## config.mk

```make
export PLATFORM = sky130hd
export DESIGN_NAME = alu_mem_engine
export DESIGN_NICKNAME = d
export VERILOG_FILES = /design/src/rtl/alu_mem_engine_pkg.sv /design/src/rtl/alu_mem_engine_alu_core.sv /design/src/rtl/alu_mem_engine.sv
export SDC_FILE = /design/constraint.sdc
export NUM_CORES = 1
export LEC_CHECK = 0
export ABC_CLOCK_PERIOD_IN_PS = 6100
export BUFFER_PORTS_ARGS = -buffer_cell sky130_fd_sc_hd__buf_2
export CORE_MARGIN = 2
export CORE_UTILIZATION = 50
export CTS_CLUSTER_DIAMETER = 50
export DETAILED_ROUTE_END_ITERATION = 16
export HOLD_SLACK_MARGIN = 0.15
export PLACE_DENSITY_LB_ADDON = 0.1
export REMOVE_ABC_BUFFERS = 1
export SYNTH_ARGS = -nofsm -noshare
export SYNTH_HDL_FRONTEND = slang
export SYNTH_HIERARCHICAL = 1
export SYNTH_SLANG_ARGS = --single-unit
```

## constraint.sdc

```tcl
create_clock -name clk -period 6.1 [get_ports clk]
set_input_delay 0.61 -clock clk [delete_from_list [all_inputs] [get_ports clk]]
set_output_delay 0.61 -clock clk [all_outputs]
set_load 0.01 [all_outputs]
```

## src/rtl/alu_mem_engine_pkg.sv

```systemverilog
// Shared types for the operand-memory / ALU sequencer: opcodes, FSM states
// and the packed command-entry layout {a, b, oper}.
package alu_mem_pkg;

  localparam int CMD_DATA_W = 8;

  typedef enum logic [2:0] {
    OP_ADD = 3'd0,
    OP_SUB = 3'd1,
    OP_MUL = 3'd2,
    OP_AND = 3'd3,
    OP_OR  = 3'd4,
    OP_XOR = 3'd5,
    OP_SHL = 3'd6,
    OP_SHR = 3'd7
  } oper_e;

  typedef enum logic [1:0] {
    IDLE  = 2'd0,
    RUN   = 2'd1,
    DRAIN = 2'd2,
    DONE  = 2'd3
  } state_e;

  // Reference layout of one command entry; the engine stores the same
  // {a, b, oper} ordering at its own DATA_WIDTH.
  typedef struct packed {
    logic [CMD_DATA_W-1:0] a;
    logic [CMD_DATA_W-1:0] b;
    oper_e                 oper;
  } cmd_t;

  localparam int CMD_W = $bits(cmd_t);

endpackage

```

## src/rtl/alu_mem_engine_alu_core.sv

```systemverilog
// Combinational 2W-wide ALU. Operands are unsigned; SUB is computed at full
// result width so the difference comes out sign-extended two's complement.
module alu_core
  import alu_mem_pkg::*;
#(
  parameter int DATA_WIDTH = 8
) (
  input  logic [DATA_WIDTH-1:0]   a_i,
  input  logic [DATA_WIDTH-1:0]   b_i,
  input  logic [2:0]              oper_i,
  output logic [2*DATA_WIDTH-1:0] res_o
);

  localparam int RW = 2 * DATA_WIDTH;
  localparam int SW = $clog2(RW);

  logic [RW-1:0] a_ext;
  logic [RW-1:0] b_ext;
  logic [SW-1:0] sh;

  assign a_ext = {{DATA_WIDTH{1'b0}}, a_i};
  assign b_ext = {{DATA_WIDTH{1'b0}}, b_i};
  assign sh    = b_i[SW-1:0];

  // Select the operation result for the current opcode.
  always_comb begin
    res_o = '0;
    case (oper_e'(oper_i))
      OP_ADD:  res_o = a_ext + b_ext;
      OP_SUB:  res_o = a_ext - b_ext;
      OP_MUL:  res_o = a_ext * b_ext;
      OP_AND:  res_o = a_ext & b_ext;
      OP_OR:   res_o = a_ext | b_ext;
      OP_XOR:  res_o = a_ext ^ b_ext;
      OP_SHL:  res_o = a_ext << sh;
      OP_SHR:  res_o = a_ext >> sh;
      default: res_o = '0;
    endcase
  end

endmodule

```

## src/rtl/alu_mem_engine.sv

```systemverilog
// Command memory -> registered read -> ALU -> FWFT result FIFO, sequenced by
// a small FSM. Reads are only issued when the FIFO plus in-flight stages
// still has room, so the pipeline never stalls and the FIFO never overflows.
module alu_mem_engine
  import alu_mem_pkg::*;
#(
  parameter int DATA_WIDTH = 8,
  parameter int DEPTH      = 16,
  parameter int FIFO_DEPTH = 4
) (
  input  logic                       clk,
  input  logic                       reset,
  input  logic                       wr_en,
  input  logic [$clog2(DEPTH)-1:0]   wr_addr,
  input  logic [DATA_WIDTH-1:0]      wr_a,
  input  logic [DATA_WIDTH-1:0]      wr_b,
  input  logic [2:0]                 wr_oper,
  input  logic                       start,
  input  logic [$clog2(DEPTH)-1:0]   start_addr,
  input  logic [$clog2(DEPTH):0]     count,
  output logic                       busy,
  output logic                       done,
  output logic                       out_valid,
  input  logic                       out_ready,
  output logic [2*DATA_WIDTH-1:0]    res_out,
  output logic [$clog2(DEPTH)-1:0]   out_idx
);

  localparam int AW  = $clog2(DEPTH);
  localparam int CW  = AW + 1;
  localparam int RW  = 2 * DATA_WIDTH;
  localparam int EW  = 2 * DATA_WIDTH + 3;
  localparam int FAW = $clog2(FIFO_DEPTH);
  localparam int FCW = FAW + 1;
  localparam int OW  = FCW + 1;

  // Control state
  state_e         state_q;
  logic [AW-1:0]  addr_q;
  logic [CW-1:0]  rem_q;
  logic           done_q;
  logic           vld_p0_q;
  logic           vld_p1_q;
  logic [FAW-1:0] wr_ptr_q;
  logic [FAW-1:0] rd_ptr_q;
  logic [FCW-1:0] cnt_q;
  logic [FCW-1:0] cnt_d;

  // Datapath state (not reset)
  logic [EW-1:0]  mem_q      [DEPTH];
  logic [AW-1:0]  addr_p0_q;
  logic [EW-1:0]  cmd_p1_q;
  logic [AW-1:0]  idx_p1_q;
  logic [RW-1:0]  fifo_res_q [FIFO_DEPTH];
  logic [AW-1:0]  fifo_idx_q [FIFO_DEPTH];

  logic [RW-1:0]  alu_res;
  logic [OW-1:0]  occ;
  logic           issue;
  logic           push;
  logic           pop;
  logic           drain_done;

  assign occ = {1'b0, cnt_q} + OW'(vld_p0_q) + OW'(vld_p1_q);
  assign issue = (state_q == RUN) && (occ < OW'(FIFO_DEPTH));
  assign push = vld_p1_q;
  assign pop = out_valid && out_ready;
  assign drain_done = !vld_p0_q && !vld_p1_q &&
                      ((cnt_q == '0) || ((cnt_q == FCW'(1)) && pop));

  assign busy      = (state_q != IDLE);
  assign done      = done_q;
  assign out_valid = (cnt_q != '0);
  assign res_out   = out_valid ? fifo_res_q[rd_ptr_q] : '0;
  assign out_idx   = out_valid ? fifo_idx_q[rd_ptr_q] : '0;

  alu_core #(.DATA_WIDTH(DATA_WIDTH)) u_alu (
    .a_i    (cmd_p1_q[EW-1 -: DATA_WIDTH]),
    .b_i    (cmd_p1_q[EW-DATA_WIDTH-1 -: DATA_WIDTH]),
    .oper_i (cmd_p1_q[2:0]),
    .res_o  (alu_res)
  );

  // Command memory: synchronous write, survives reset.
  always_ff @(posedge clk) begin
    if (wr_en) mem_q[wr_addr] <= {wr_a, wr_b, wr_oper};
  end

  // Stage p0 -> p1: address capture, then read-first memory fetch.
  always_ff @(posedge clk) begin
    if (issue) addr_p0_q <= addr_q;
    cmd_p1_q <= mem_q[addr_p0_q];
    idx_p1_q <= addr_p0_q;
  end

  // Stage p1 -> FIFO: registered ALU result and its source address.
  always_ff @(posedge clk) begin
    if (push) begin
      fifo_res_q[wr_ptr_q] <= alu_res;
      fifo_idx_q[wr_ptr_q] <= idx_p1_q;
    end
  end

  // FIFO occupancy next-state; simultaneous push and pop cancel out.
  always_comb begin
    cnt_d = cnt_q;
    case ({push, pop})
      2'b10:   cnt_d = cnt_q + FCW'(1);
      2'b01:   cnt_d = cnt_q - FCW'(1);
      default: cnt_d = cnt_q;
    endcase
  end

  // FIFO pointers and occupancy.
  always_ff @(posedge clk or posedge reset) begin
    if (reset) begin
      wr_ptr_q <= '0;
      rd_ptr_q <= '0;
      cnt_q    <= '0;
    end else begin
      if (push) wr_ptr_q <= wr_ptr_q + FAW'(1);
      if (pop)  rd_ptr_q <= rd_ptr_q + FAW'(1);
      cnt_q <= cnt_d;
    end
  end

  // Run sequencer: issue reads under credit, drain, then pulse done.
  always_ff @(posedge clk or posedge reset) begin
    if (reset) begin
      state_q  <= IDLE;
      addr_q   <= '0;
      rem_q    <= '0;
      done_q   <= 1'b0;
      vld_p0_q <= 1'b0;
      vld_p1_q <= 1'b0;
    end else begin
      done_q   <= 1'b0;
      vld_p0_q <= issue;
      vld_p1_q <= vld_p0_q;
      case (state_q)
        IDLE: begin
          if (start) begin
            addr_q  <= start_addr;
            rem_q   <= count;
            state_q <= (count == '0) ? DONE : RUN;
          end
        end
        RUN: begin
          if (issue) begin
            addr_q <= addr_q + AW'(1);
            rem_q  <= rem_q - CW'(1);
            if (rem_q == CW'(1)) state_q <= DRAIN;
          end
        end
        DRAIN: begin
          if (drain_done) state_q <= DONE;
        end
        DONE: begin
          done_q  <= 1'b1;
          state_q <= IDLE;
        end
        default: state_q <= IDLE;
      endcase
    end
  end

endmodule

```

======== Yosys cells after proc, flatten, opt, wreduce, memory -nomap -nowiden ========
Memory sizes are Yosys's and may differ from the RTL's. A register that Yosys moved wholly into a read port is not among the register bits.
Cells that the tools add are included.
storage, ports and cells
  register bits after elaboration ......... 29
  RAM bits ................................ 384
  logic and storage cells ................. 88
  memories ................................ 3
memories
  memory      depth  width  read ports  clocked after Yosys merged registers in  write ports  line                  source
  mem_q       16     19     1           1                                        1            alu_mem_engine.sv:50  logic [EW-1:0] mem_q [DEPTH];
  fifo_res_q  4      16     1           0                                        1            alu_mem_engine.sv:54  logic [RW-1:0] fifo_res_q [FIFO_DEPTH];
  fifo_idx_q  4      4      1           0                                        1            alu_mem_engine.sv:55  logic [AW-1:0] fifo_idx_q [FIFO_DEPTH];
operators by class
  add/subtract/negate cells ............... 10
  multipliers ............................. 1
  order comparisons ....................... 1
  equal/unequal tests ..................... 18
  shift-type cells ........................ 2
  mux-type cells .......................... 21
  bitwise logic cells ..................... 3
  reductions and logical operators ........ 18
operators with widths
  kind                                                                    number
  16-bit case mux with 8 select lines                                     1
  8-bit by 8-bit multiplier with 16-bit output                            1
  16-bit two-way mux                                                      1
  8-bit by 4-bit << shifter with 16-bit output                            1
  8-bit by 4-bit >> shifter with 16-bit output                            1
  3-bit equality test (second input constant)                             4
  4-bit two-way mux                                                       3
  2-bit two-way mux                                                       5
  5-bit two-way mux                                                       2
  5-bit case mux with 2 select lines                                      1
  8-bit by 8-bit adder with 9-bit output                                  1
  8-bit by 8-bit subtractor with 9-bit output                             1
  8-bit AND                                                               1
  8-bit bitwise OR                                                        1
  2-bit case mux with 4 select lines                                      1
  4-bit case mux with 2 select lines                                      1
  8-bit bitwise XOR                                                       1
  2-bit equality test (second input constant)                             3
  3-bit by 1-bit equality test with 1-bit output (second input constant)  2
  3-bit by 2-bit equality test with 1-bit output (second input constant)  2
  3-bit logical NOT                                                       2
  2-bit != test (second input constant)                                   3
  3-bit case mux with 2 select lines                                      1
  2-bit nonzero test                                                      3
  20 further kinds                                                        31

======== Depth between registers and ports, before layout ========
Gate-level depths: netlist of the first run.
  depth after elaboration ................. 7
  gate-level depth with buffers ........... 17
  gate-level depth less buffers ........... 17

======== By module ========
The synthesis of the first run kept the hierarchy.
modules (own cells, without submodules)
  module          instances  cells an instance  area an instance (um^2)
  alu_mem_engine  1          781                16393.2
  alu_core        1          533                3972.6

======== Worst setup path before layout of the first run ========
No wires, ideal clock.
  kind .................................... flip-flop to flip-flop
  from .................................... register cmd_p1_q[5] (read register of mem_q)
  to ...................................... memory fifo_res_q[0][11] (netlist name), data pin
  setup time .............................. 219 ps
  arrival time ............................ 4516 ps
  path slack .............................. 1365 ps
  stages on the path, launching flop included .. 17
  path buffers ............................ 2
  clock period less this slack ............ 4735 ps
  path through ............................ dfxtp_1 -> clkbuf_1 -> clkbuf_1 -> nand2_1 -> fa_1 -> fa_1 -> inv_1 -> fa_1 -> inv_1 -> fa_1 -> inv_1 -> ha_1 -> o21ai_1 -> o21bai_1 -> a2111oi_2 -> nor3b_1 -> o31ai_1
between the ends
  word-level cells in the longest chain between the ends .. 2
  elaborated cells between the ends (all ways) .. 5
  classes of those cells .................. add/sub: 1; mul: 1; shift: 2; mux: 1
RTL lines
  what                                                                        line                           source
  start: declaration                                                          alu_mem_engine.sv:52           logic [EW-1:0] cmd_p1_q;
  8-bit by 8-bit multiplier with 16-bit output, or another cell as far along  alu_mem_engine_alu_core.sv:31  OP_MUL: res_o = a_ext * b_ext;
  16-bit case mux with 8 select lines *                                       alu_mem_engine_alu_core.sv:28  case (oper_e'(oper_i))
  net alu_res[11]                                                             alu_mem_engine.sv:57           logic [RW-1:0] alu_res;
  end: declaration                                                            alu_mem_engine.sv:54
Mark *: on every way through the listed nets, which the timed path passes. The rest lies on a longest branch.

======== Worst setup path in the final report of the first run ========
  from .................................... register cmd_p1_q[6] (read register of mem_q)
  to ...................................... memory fifo_res_q[1][11] (netlist name), data pin
The elaborated chain is that of the path after synthesis.

==> run_results.csv, run 1 <==
group,metric,value,unit
outcome,outcome,"complete, no violations",
final_layout,fin_area,22800,um^2
clocking,htreeDepth,2,
timing,setup_tns,0,ps
setup_path,cp_max_fo,14,
setup_path,cp_top_family,"adder cells",
synthesis,yosysSeqAreaShare,0.621,
clocking,cts_tree,"done",
drt,wirelength,46.0,mm
setup_path,cpMostUsedCell,"ha_1",
global_routing,grt_pass1_wl,70.7,mm
clocking,root_buffer,"clkbuf_16",
final_layout,mostFrequentLayoutCells,"388 x edfxtp_1, 100 x mux4_2, 89 x inv_1",
setup_path,cp-start-kind,"flop",
setup_path,cp_num_buf_inv,3,
setup_path,path_cells,"clkinv_1 -> nor2_1 -> fa_1 -> ha_1 -> ha_1 -> inv_1 -> fa_1 -> inv_1 -> ha_1 -> a211oi_1 -> o21bai_1 -> a2111oi_2 -> nor3b_1 -> o31ai_1",
global_routing,antenna_found_initial,1,
global_routing,grt_overflow,0,
placement,placed_cell_area,21300,um^2
timing,slew_violations,0,
timing,grt_setup_unrepaired,"false",
power,p_leak,8.23,nW
power,p_per_area,599,nW/um^2
timing,hold_slack,184,ps
setup_path,required,6430,ps
synthesis,synthFlopType,"edfxtp_1",
clocking,cts_resized,0,
global_routing,track_usage,0.227,
final_layout,syn2layout_area_growth,12.1,%
clocking,cts-buffers-inserted,48,
drt,drt-initial-drc-count,947,
timing,finalHoldViolations,0,
power,p_switching,5.58,mW
synthesis,ys_types,72,
final_layout,diodes,0,
hold_path,hold_path_class,"in -> async",
drt,route.detailed.drc,0,
synthesis,syn-instance-count,1314,
floorplanning,boundaryPins,60,
drt,wl_per_cell,23.4,um
placement,port_buffers,59,
timing,period_minus_slack,5390,ps
power,switching_share,0.408,
timing,clock_skew,18.8,ps
final_layout,layout.nets,1551,
clocking,clockBufferDepth,3,
timing,max_freq,186,MHz
timing,setup_viol,0,
power,p_clk_frac,0.197,
setup_path,end_kind,"flop",
clocking,cts.sinks,432,
synthesis,netlist_area,20400,um^2
clocking,clkLatencyLatePin,590,ps
power,ir_worst_vdd,0.000382,V
setup_path,crit_type,"reg -> reg",
synthesis,synthArstFlopShare,0.0486,
placement,dp_hpwl,29.1,mm
run,cap_viol_max_count,0,
final_layout,final_common_cell,"edfxtp_1",
global_routing,grt_start_max_net_pins,78,
floorplanning,start_util,0.509,
placement,routabilityCongestion,0.886,
drt,vias,11500,
drt,dr.pass1.iters,5,
floorplanning,dieArea,42400,um^2
synthesis,ys_seq_elements,432,
clocking,hold_buffers,0,
setup_path,slowest_stage,"dfxtp_1",
timing,relSlewSlack,0.259,
clocking,cts.clk_slew.worst_paths,60,ps
power,power_frac_seq,0.299,
floorplanning,fp.dieH,206,um
synthesis,synth_edf_count,388,
setup_path,cp_slowest_stage_delay,690,ps
setup_path,critPathArrivalTime,5720,ps
floorplanning,chipWidth,206,um
synthesis,yosysWarningCount,6,
drt,viasPerCell,5.85,
power,pwr-share-comb,0.504,
final_layout,drive_gt1_frac,0.207,
power,internal_power,8.09,mW
clocking,cts_setup_buffers,0,
setup_path,worstSetupStartpoint,"cmd_p1_q[6]",
floorplanning,num_rows,73,
global_routing,grt_pass1_vias,11700,
timing,tightest_slew,1110,ps
drt,detail-route-antenna-nets,0,
setup_path,r2r-start,"cmd_p1_q[6]",
floorplanning,core-area,40000,um^2
synthesis,synth.avg_cell_area,15.5,um^2
power,power,13.7,mW
timing,period_share,0.883,
-- per-stage QoR --
step | util | instances | setup WS [ps]
2_1_floorplan | - | 1257 | 1280
3_3_place_gp | 0.533 | 1872 | 947
3_5_place_dp | 0.533 | 1872 | 752
4_1_cts | 0.571 | 1962 | 696
5_1_grt | 0.571 | 1962 | 410
6_report | 0.571 | 1962 | 713
-- final cells by class --
cell class	instances	area, um^2
Clock buffer	62	1290
Clock inverter	28	216
Fill cell	3211	17200
Inverter	96	362
Multi-Input combinational cell	729	7130
Sequential cell	432	12600
Tap cell	525	657
Timing Repair Buffer	90	541
-- cell usage after synthesis (5+ instances only) --
| cell type | n | area (um^2) |
|---|---|---|
| ha_1 | 79 | 988 |
| o21bai_1 | 5 | 37.5 |
| dfxtp_1 | 23 | 460 |
| a211o_1 | 6 | 52.6 |
| dfrtp_1 | 21 | 526 |
| buf_2 | 13 | 65.1 |
| nand3_1 | 11 | 55.1 |
| a211oi_1 | 9 | 67.6 |
| o22a_1 | 5 | 43.8 |
| inv_1 | 89 | 334 |
| nand2_1 | 65 | 244 |
| inv_2 | 5 | 18.8 |
| edfxtp_1 | 388 | 11700 |
| and2_1 | 30 | 188 |
| nor2b_1 | 6 | 37.5 |
| a22oi_1 | 42 | 315 |
| nor3_1 | 20 | 100 |
| a21oi_1 | 59 | 295 |
| clkbuf_1 | 28 | 105 |
| o21ai_1 | 14 | 70.1 |
| buf_6 | 8 | 90.1 |
| fa_1 | 38 | 761 |
| o21ai_0 | 14 | 70.1 |
| buf_1 | 7 | 26.3 |
| nand2b_1 | 13 | 81.3 |
| o22ai_1 | 9 | 56.3 |
| a31oi_1 | 8 | 50.1 |
| xnor2_1 | 9 | 78.8 |
| a21o_1 | 6 | 45.0 |
| xor2_1 | 6 | 52.6 |
| mux2i_1 | 22 | 220 |
| mux4_2 | 100 | 2250 |
| nor2_1 | 86 | 323 |
-- power by group through the flow --
stage / clock network [mW] / registers (mW) / logic [mW]
floorplan: 0 / 4.28 / 4.79
global placement: 0 / 4.14 / 6.89
detailed placement: 0 / 4.15 / 6.91
CTS: 2.77 / 4.09 / 6.94
global route: 2.87 / 4.13 / 7.71
finish: 2.70 / 4.09 / 6.89
-- final timing paths --
path / to / cells past startpoint / slack (ps)
worst min register to register: push / 0 / 430
min in group clk: addr_q[1] / 3 / 310
max in group asynchronous: rd_ptr_q[0] / 2 / 5400
worst max register to register: fifo_res_q[1][11] / 14 / 710
worst max-delay path: fifo_res_q[1][11] / 14 / 710
worst min-delay path: cnt_q[0] / 2 / 180
-- metal layers --
layer / part of all wire / GRT usage / vias to the layer above
met5: 0.00024 / 0 / -
met4: 0.030 / 0.0699 / 2
met3: 0.054 / 0.0385 / 86
met2: 0.48 / 0.369 / 336
met1: 0.44 / 0.316 / 5823
li1: - / - / 5222
-- cell families after synthesis --
kind of cell    Yosys count  share of synthesized area
compound gates          219                     0.0732
xor+xnor                 15                    0.00645
fa+ha+maj               117                     0.0859
buf+inv                 153                     0.0322
flops                   432                      0.621
mux                     126                      0.124
simple gates            252                     0.0579
-- sequential cells by signal (all words and copies together) (netlist names), 2 cells and up --
name	flops
mem_q	304
fifo_idx_q	16
idx_p1_q	4
cnt_q	3
rem_q	5
addr_p0_q	4
wr_ptr_q	2
state_q	2
fifo_res_q	64
rd_ptr_q	2
cmd_p1_q	19
addr_q	4
Power figures use the tool's default switching activity.
==> run 2: changes to the inputs <==
ABC_AREA = 1   (was unset)
==> run 2 against run 1 <==
Effect of this change: clock skew up 4.8 ps; utilization down 1.3 points; critical path depth up 4; synthesized cell count up 65%; die area up 7.4%; sequential share of layout area down 2.9 points; critical endpoint is now fifo_res_q[3][12].
==> run_results.csv, run 2 <==
group,metric,value,unit
synthesis,synth_area_leaders,"edfxtp_1 53%, nand2_1 6.9%, inv_1 5.9%",
synthesis,netlist_area,21900,um^2
synthesis,yosysSeqAreaShare,0.577,
hold_path,hold_path_class,"in -> async",
setup_path,required,6400,ps
global_routing,antenna_found_initial,4,
run,cap_viol_max_count,0,
clocking,cts_tree,"done",
global_routing,track_usage,0.237,
drt,vias,15000,
final_layout,syn2layout_area_growth,9.96,%
synthesis,synth.avg_cell_area,10.1,um^2
final_layout,final_common_cell,"nand2_1",
timing,setup_tns,0,ps
drt,viasPerCell,5.35,
floorplanning,chipWidth,213,um
synthesis,yosysWarningCount,6,
final_layout,largest_reg_flops,304,
setup_path,end_kind,"flop",
clocking,cts_setup_buffers,0,
timing,period_share,0.753,
drt,drt-initial-drc-count,1075,
placement,port_buffers,59,
setup_path,cp-start-kind,"flop",
timing,relSlewSlack,0.330,
clocking,root_buffer,"clkbuf_16",
final_layout,top_regs,"mem_q x304, fifo_res_q x64, cmd_p1_q x19",
setup_path,slowest_stage,"dfxtp_1",
synthesis,ys_types,45,
setup_path,cp_num_buf_inv,4,
clocking,clkLatencyLatePin,600,ps
clocking,cts.sinks,432,
synthesis,ys_seq_elements,432,
synthesis,synthArstFlopShare,0.0486,
synthesis,yosys.area.top_type,"edfxtp_1",
setup_path,cp_slowest_stage_delay,790,ps
final_layout,regMostFlops,"mem_q",
setup_path,path_cells,"ha_1 -> inv_1 -> fa_1 -> fa_1 -> inv_1 -> ha_1 -> inv_1 -> fa_1 -> inv_1 -> ha_1 -> a21oi_1 -> nand2_1 -> nand2_1 -> nand2_1 -> nand2_1 -> nand3b_1 -> nand3_1 -> nand2_1",
floorplanning,boundaryPins,60,
timing,slew_violations,0,
synthesis,synth.most_common_cell,"nand2_1",
clocking,cts.clk_slew.worst_paths,60,ps
global_routing,grt_overflow,0,
timing,clock_skew,23.7,ps
synthesis,synthFlopType,"edfxtp_1",
final_layout,layout.nets,2342,
timing,grt_setup_unrepaired,"false",
drt,route.detailed.drc,0,
clocking,cts_resized,0,
floorplanning,dieArea,45500,um^2
synthesis,synth_common_cells,"404 x nand2_1, 388 x edfxtp_1, 347 x inv_1",
setup_path,cp_top_family,"adder cells",
floorplanning,core-area,43200,um^2
timing,finalHoldViolations,0,
drt,detail-route-antenna-nets,0,
timing,period_minus_slack,4590,ps
clocking,hold_buffers,0,
global_routing,grt_pass1_vias,14100,
clocking,cts-buffers-inserted,48,
drt,wl_per_cell,18.9,um
synthesis,synth_edf_count,388,
floorplanning,fp.dieH,213,um
setup_path,cp_max_fo,18,
floorplanning,num_rows,76,
clocking,htreeDepth,2,
final_layout,diodes,0,
setup_path,critPathArrivalTime,4890,ps
timing,setup_viol,0,
synthesis,yosysTopAreaCellShare,0.532,
final_layout,mostFrequentLayoutCells,"404 x nand2_1, 388 x edfxtp_1, 347 x inv_1",
setup_path,crit_type,"reg -> reg",
final_layout,drive_gt1_frac,0.0871,
drt,wirelength,53.2,mm
clocking,clockBufferDepth,3,
final_layout,n_fill_cell,3799,
timing,tightest_slew,1000,ps
global_routing,grt_start_max_net_pins,222,
timing,max_freq,218,MHz
placement,routabilityCongestion,0.949,
outcome,outcome,"complete, no violations",
final_layout,seqCellArea,12600,um^2
drt,dr.pass1.iters,7,
synthesis,syn-instance-count,2162,
placement,dp_hpwl,33.5,mm
final_layout,multiInputGateArea,7280,um^2
floorplanning,start_util,0.507,
global_routing,grt_pass1_wl,81.0,mm
setup_path,cpMostUsedCell,"nand2_1",
## run 2: cell count changes after synthesis, moves of 41 or more
cell,delta
nand2_1,+339
inv_1,+258
mux4_2,-100
a22oi_1,-41
nor2_1,+63
nand3_1,+202
o21ai_0,+50
o211ai_1,+107
## run 2: final timing paths
kind	startpoint	end	slack, ps	cells after the start
worst max-delay path	cmd_p1_q[5]	fifo_res_q[3][12]	1510	18
worst max register to register	cmd_p1_q[5]	fifo_res_q[3][12]	1510	18
max in group asynchronous	reset	addr_q[2]	5380	2
min in group clk	start_addr[1]	addr_q[1]	310	3
worst min-delay path	reset	rem_q[4]	190	2
worst min register to register	vld_p0_q	push	420	0
## run 2: cells by family after synthesis
group / synth area share
xor gates and xnor gates: 0.00440
buffers and inverters: 0.0924
DFF: 0.577
muxes: 0.000914
adders and majority gates: 0.0799
AOI/OAI and AO/OA: 0.0896
and+or+nand+nor: 0.156
## run 2: area by class of cell
class | count | share of cell area
Clock buffer | 64 | 0.0553
Clock inverter | 26 | 0.0107
Inverter | 355 | 0.0553
Multi-Input combinational cell | 1265 | 0.302
Sequential cell | 432 | 0.525
Tap cell | 585 | 0.0304
Timing Repair Buffer | 86 | 0.0212
## run 2: per-layer routing
layer  routed length (um)  GRT usage
met1                23300      0.320
met2                25100      0.383
met3                 2670     0.0372
met4                 2020     0.0979
met5                   24          0
## run 2: through the flow
step	hold slack (ps)	std cells	util	cell area (um^2)	worst slack (ps)
finish	192	2813	0.558	24100	1510
floorplan	375	2052	-	21200	426
global route	245	2813	0.558	24100	1160
detailed placement	405	2723	0.521	22500	1530
CTS	204	2813	0.558	24100	1530
global placement	389	2723	0.521	22500	1570
Power of run 2 is not shown: default switching activity piles up to over one toggle a cycle in this logic, so the estimate is an artifact.
==> run 3: changes to the inputs <==
ABC_CLOCK_PERIOD_IN_PS = 3800   (was 6100)
clock period = 3.8 ns   (was 6.1 ns; I/O delays follow)
==> run 3 against run 2 <==
Effect of this change: fmax up 20%; critical path depth unchanged; the run now ends with negative setup slack left; setup slack worse by 1500 ps; worst hold slack worse by 25 ps; non-clock buffer count up 94; cell count up 3.0%; register-to-register slack worse by 1500 ps; via count up 1.8%; sequential share of layout area down 2.3 points.
==> run_results.csv, run 3 (same netlist as run 2, synthesis figures left out) <==
group,metric,value,unit
setup_path,crit_type,"reg -> reg",
drt,drt-initial-drc-count,1132,
clocking,cts.clk_slew.worst_paths,60,ps
clocking,clkLatencyLatePin,600,ps
final_layout,drive_gt1_frac,0.154,
final_layout,seqCellArea,12700,um^2
setup_path,worstSetupStartpoint,"cmd_p1_q[5]",
final_layout,n_fill_cell,3704,
global_routing,grt_use_met1,0.313,
global_routing,antenna_found_initial,0,
outcome,outcome,"finished, violations left",
drt,detail-route-antenna-nets,0,
timing,grt_setup_unrepaired,"true",
final_layout,mostFrequentLayoutCells,"388 x edfxtp_1, 373 x nand2_1, 329 x inv_1",
clocking,root_buffer,"clkbuf_16",
global_routing,grt_overflow,0,
setup_path,critPathArrivalTime,4140,ps
global_routing,grt_start_max_net_pins,127,
final_layout,layout.nets,2434,
floorplanning,num_rows,76,
hold_path,min_from,"wr_oper[0]",
setup_path,cp-start-kind,"flop",
timing,tightest_slew,1040,ps
drt,route.detailed.drc,0,
global_routing,grt_use_met2,0.407,
placement,routabilityCongestion,0.893,
global_routing,grt_pass1_vias,14800,
hold_path,hold_path_class,"in -> reg",
final_layout,regMostFlops,"mem_q",
final_layout,top_regs,"mem_q x304, fifo_res_q x64, cmd_p1_q x19",
clocking,htreeDepth,2,
floorplanning,start_util,0.507,
floorplanning,chipWidth,213,um
drt,viasPerCell,5.29,
clocking,cts_tree,"done",
global_routing,grt.busiest_layer,"met2",
setup_path,required,4110,ps
global_routing,track_usage,0.241,
timing,setup_viol,16,
clocking,cts-buffers-inserted,46,
final_layout,fin_area,25300,um^2
floorplanning,core-area,43200,um^2
drt,dr.pass1.iters,5,
floorplanning,dieArea,45500,um^2
setup_path,cp_max_fo,5,
timing,max_freq,262,MHz
timing,relSlewSlack,0.309,
run,cap_viol_max_count,0,
drt,vias,15300,
placement,placed_cell_area,23000,um^2
final_layout,diodes,0,
timing,finalHoldViolations,0,
placement,dp_hpwl,34.2,mm
final_layout,syn2layout_area_growth,15.3,%
timing,clock_skew,22.9,ps
drt,wirelength,53.5,mm
timing,period_share,1.01,
floorplanning,fp.dieH,213,um
clocking,cts.sinks,432,
setup_path,r2r-start,"cmd_p1_q[5]",
global_routing,grt_pass1_wl,82.5,mm
setup_path,end_kind,"flop",
drt,wl_per_cell,18.5,um
timing,slew_violations,0,
global_routing,grtUsageMet3,0.0296,
floorplanning,boundaryPins,60,
final_layout,largest_reg_flops,304,
final_layout,final_common_cell,"edfxtp_1",
timing,period_minus_slack,3820,ps
final_layout,multiInputGateArea,7660,um^2
placement,port_buffers,59,
clocking,clockBufferDepth,3,
outcome,violations,"negative setup slack",
timing,timing.final.ws_setup,-21.6,ps
run 3: changes by cell type in the layout (fill, tap and decap cells not counted), sizes merged:
| cell | change |
|---|---|
| clkinvlp | -2 |
| dlygate4sd3 | +25 |
| clkinv | -1 |
| clkbuf | -5 |
| inv | -3 |
| buf | +69 |
| bufinv | +1 |
run 3: final timing paths:
kind                       depth (start not counted)  slack [ps]           endpoint
max                                               18         -20  fifo_res_q[1][13]
min                                                1         170        mem_q[9][0]
max reg2reg                                       18         -20  fifo_res_q[1][13]
min reg2reg                                        0         410               push
max in group asynchronous                          3        2760           rem_q[1]
min in group asynchronous                          3         510          addr_q[2]
run 3: worst max-delay path, stage by stage, from the launching register on:
cell and delay (ps):
dfxtp_4 370, buf_6 140, nand2_4 60, inv_4 30
fa_2 370, fa_1 480, inv_1 40, fa_1 460
fa_1 560, inv_2 50, ha_4 280, buf_4 110
nand2_1 90, nor2_2 120, nand3_1 100, nand3_1 90
nand2_1 50, nand3_1 80, nand2_2 70
run 3: final cells by class:
cell class,instances,area share
multi-input combinational,1265,0.303
tap,585,0.0290
inverter,355,0.0529
timing repair buffer,180,0.0547
clock inverter,21,0.00911
sequential,432,0.502
clock buffer,59,0.0491
run 3: timing repair:
action                                  in CTS  in global routing
resized for setup                           91                 52
pin swaps                                   47                 33
endpoints found under the setup margin      45                 44
hold endpoints to repair                   251                  0
hold buffers                                25                  0
setup buffers                                5                  1
run 3: layer usage:
layer / wire length, um / vias up
met1: 22800 / 7344
met2: 26100 / 383
met5: 0 / -
met3: 2560 / 107
li1: - / 7488
met4: 2060 / 0
run 3: stage by stage:
| stage | TNS [ps] | cells | setup slack [ps] | utilization | hold WS [ps] |
|---|---|---|---|---|---|
| 2_1_floorplan | -43800 | 2052 | -1870 | - | 357 |
| 6_report | -213 | 2897 | -21.6 | 0.585 | 166 |
| 5_1_grt | -5920 | 2897 | -181 | 0.585 | 163 |
| 3_3_place_gp | -11400 | 2786 | -325 | 0.533 | 386 |
| 3_5_place_dp | -13490 | 2786 | -415 | 0.533 | 394 |
| 4_1_cts | 0 | 2896 | 0.217 | 0.581 | 153 |
Power of run 3 is left out for the same reason.
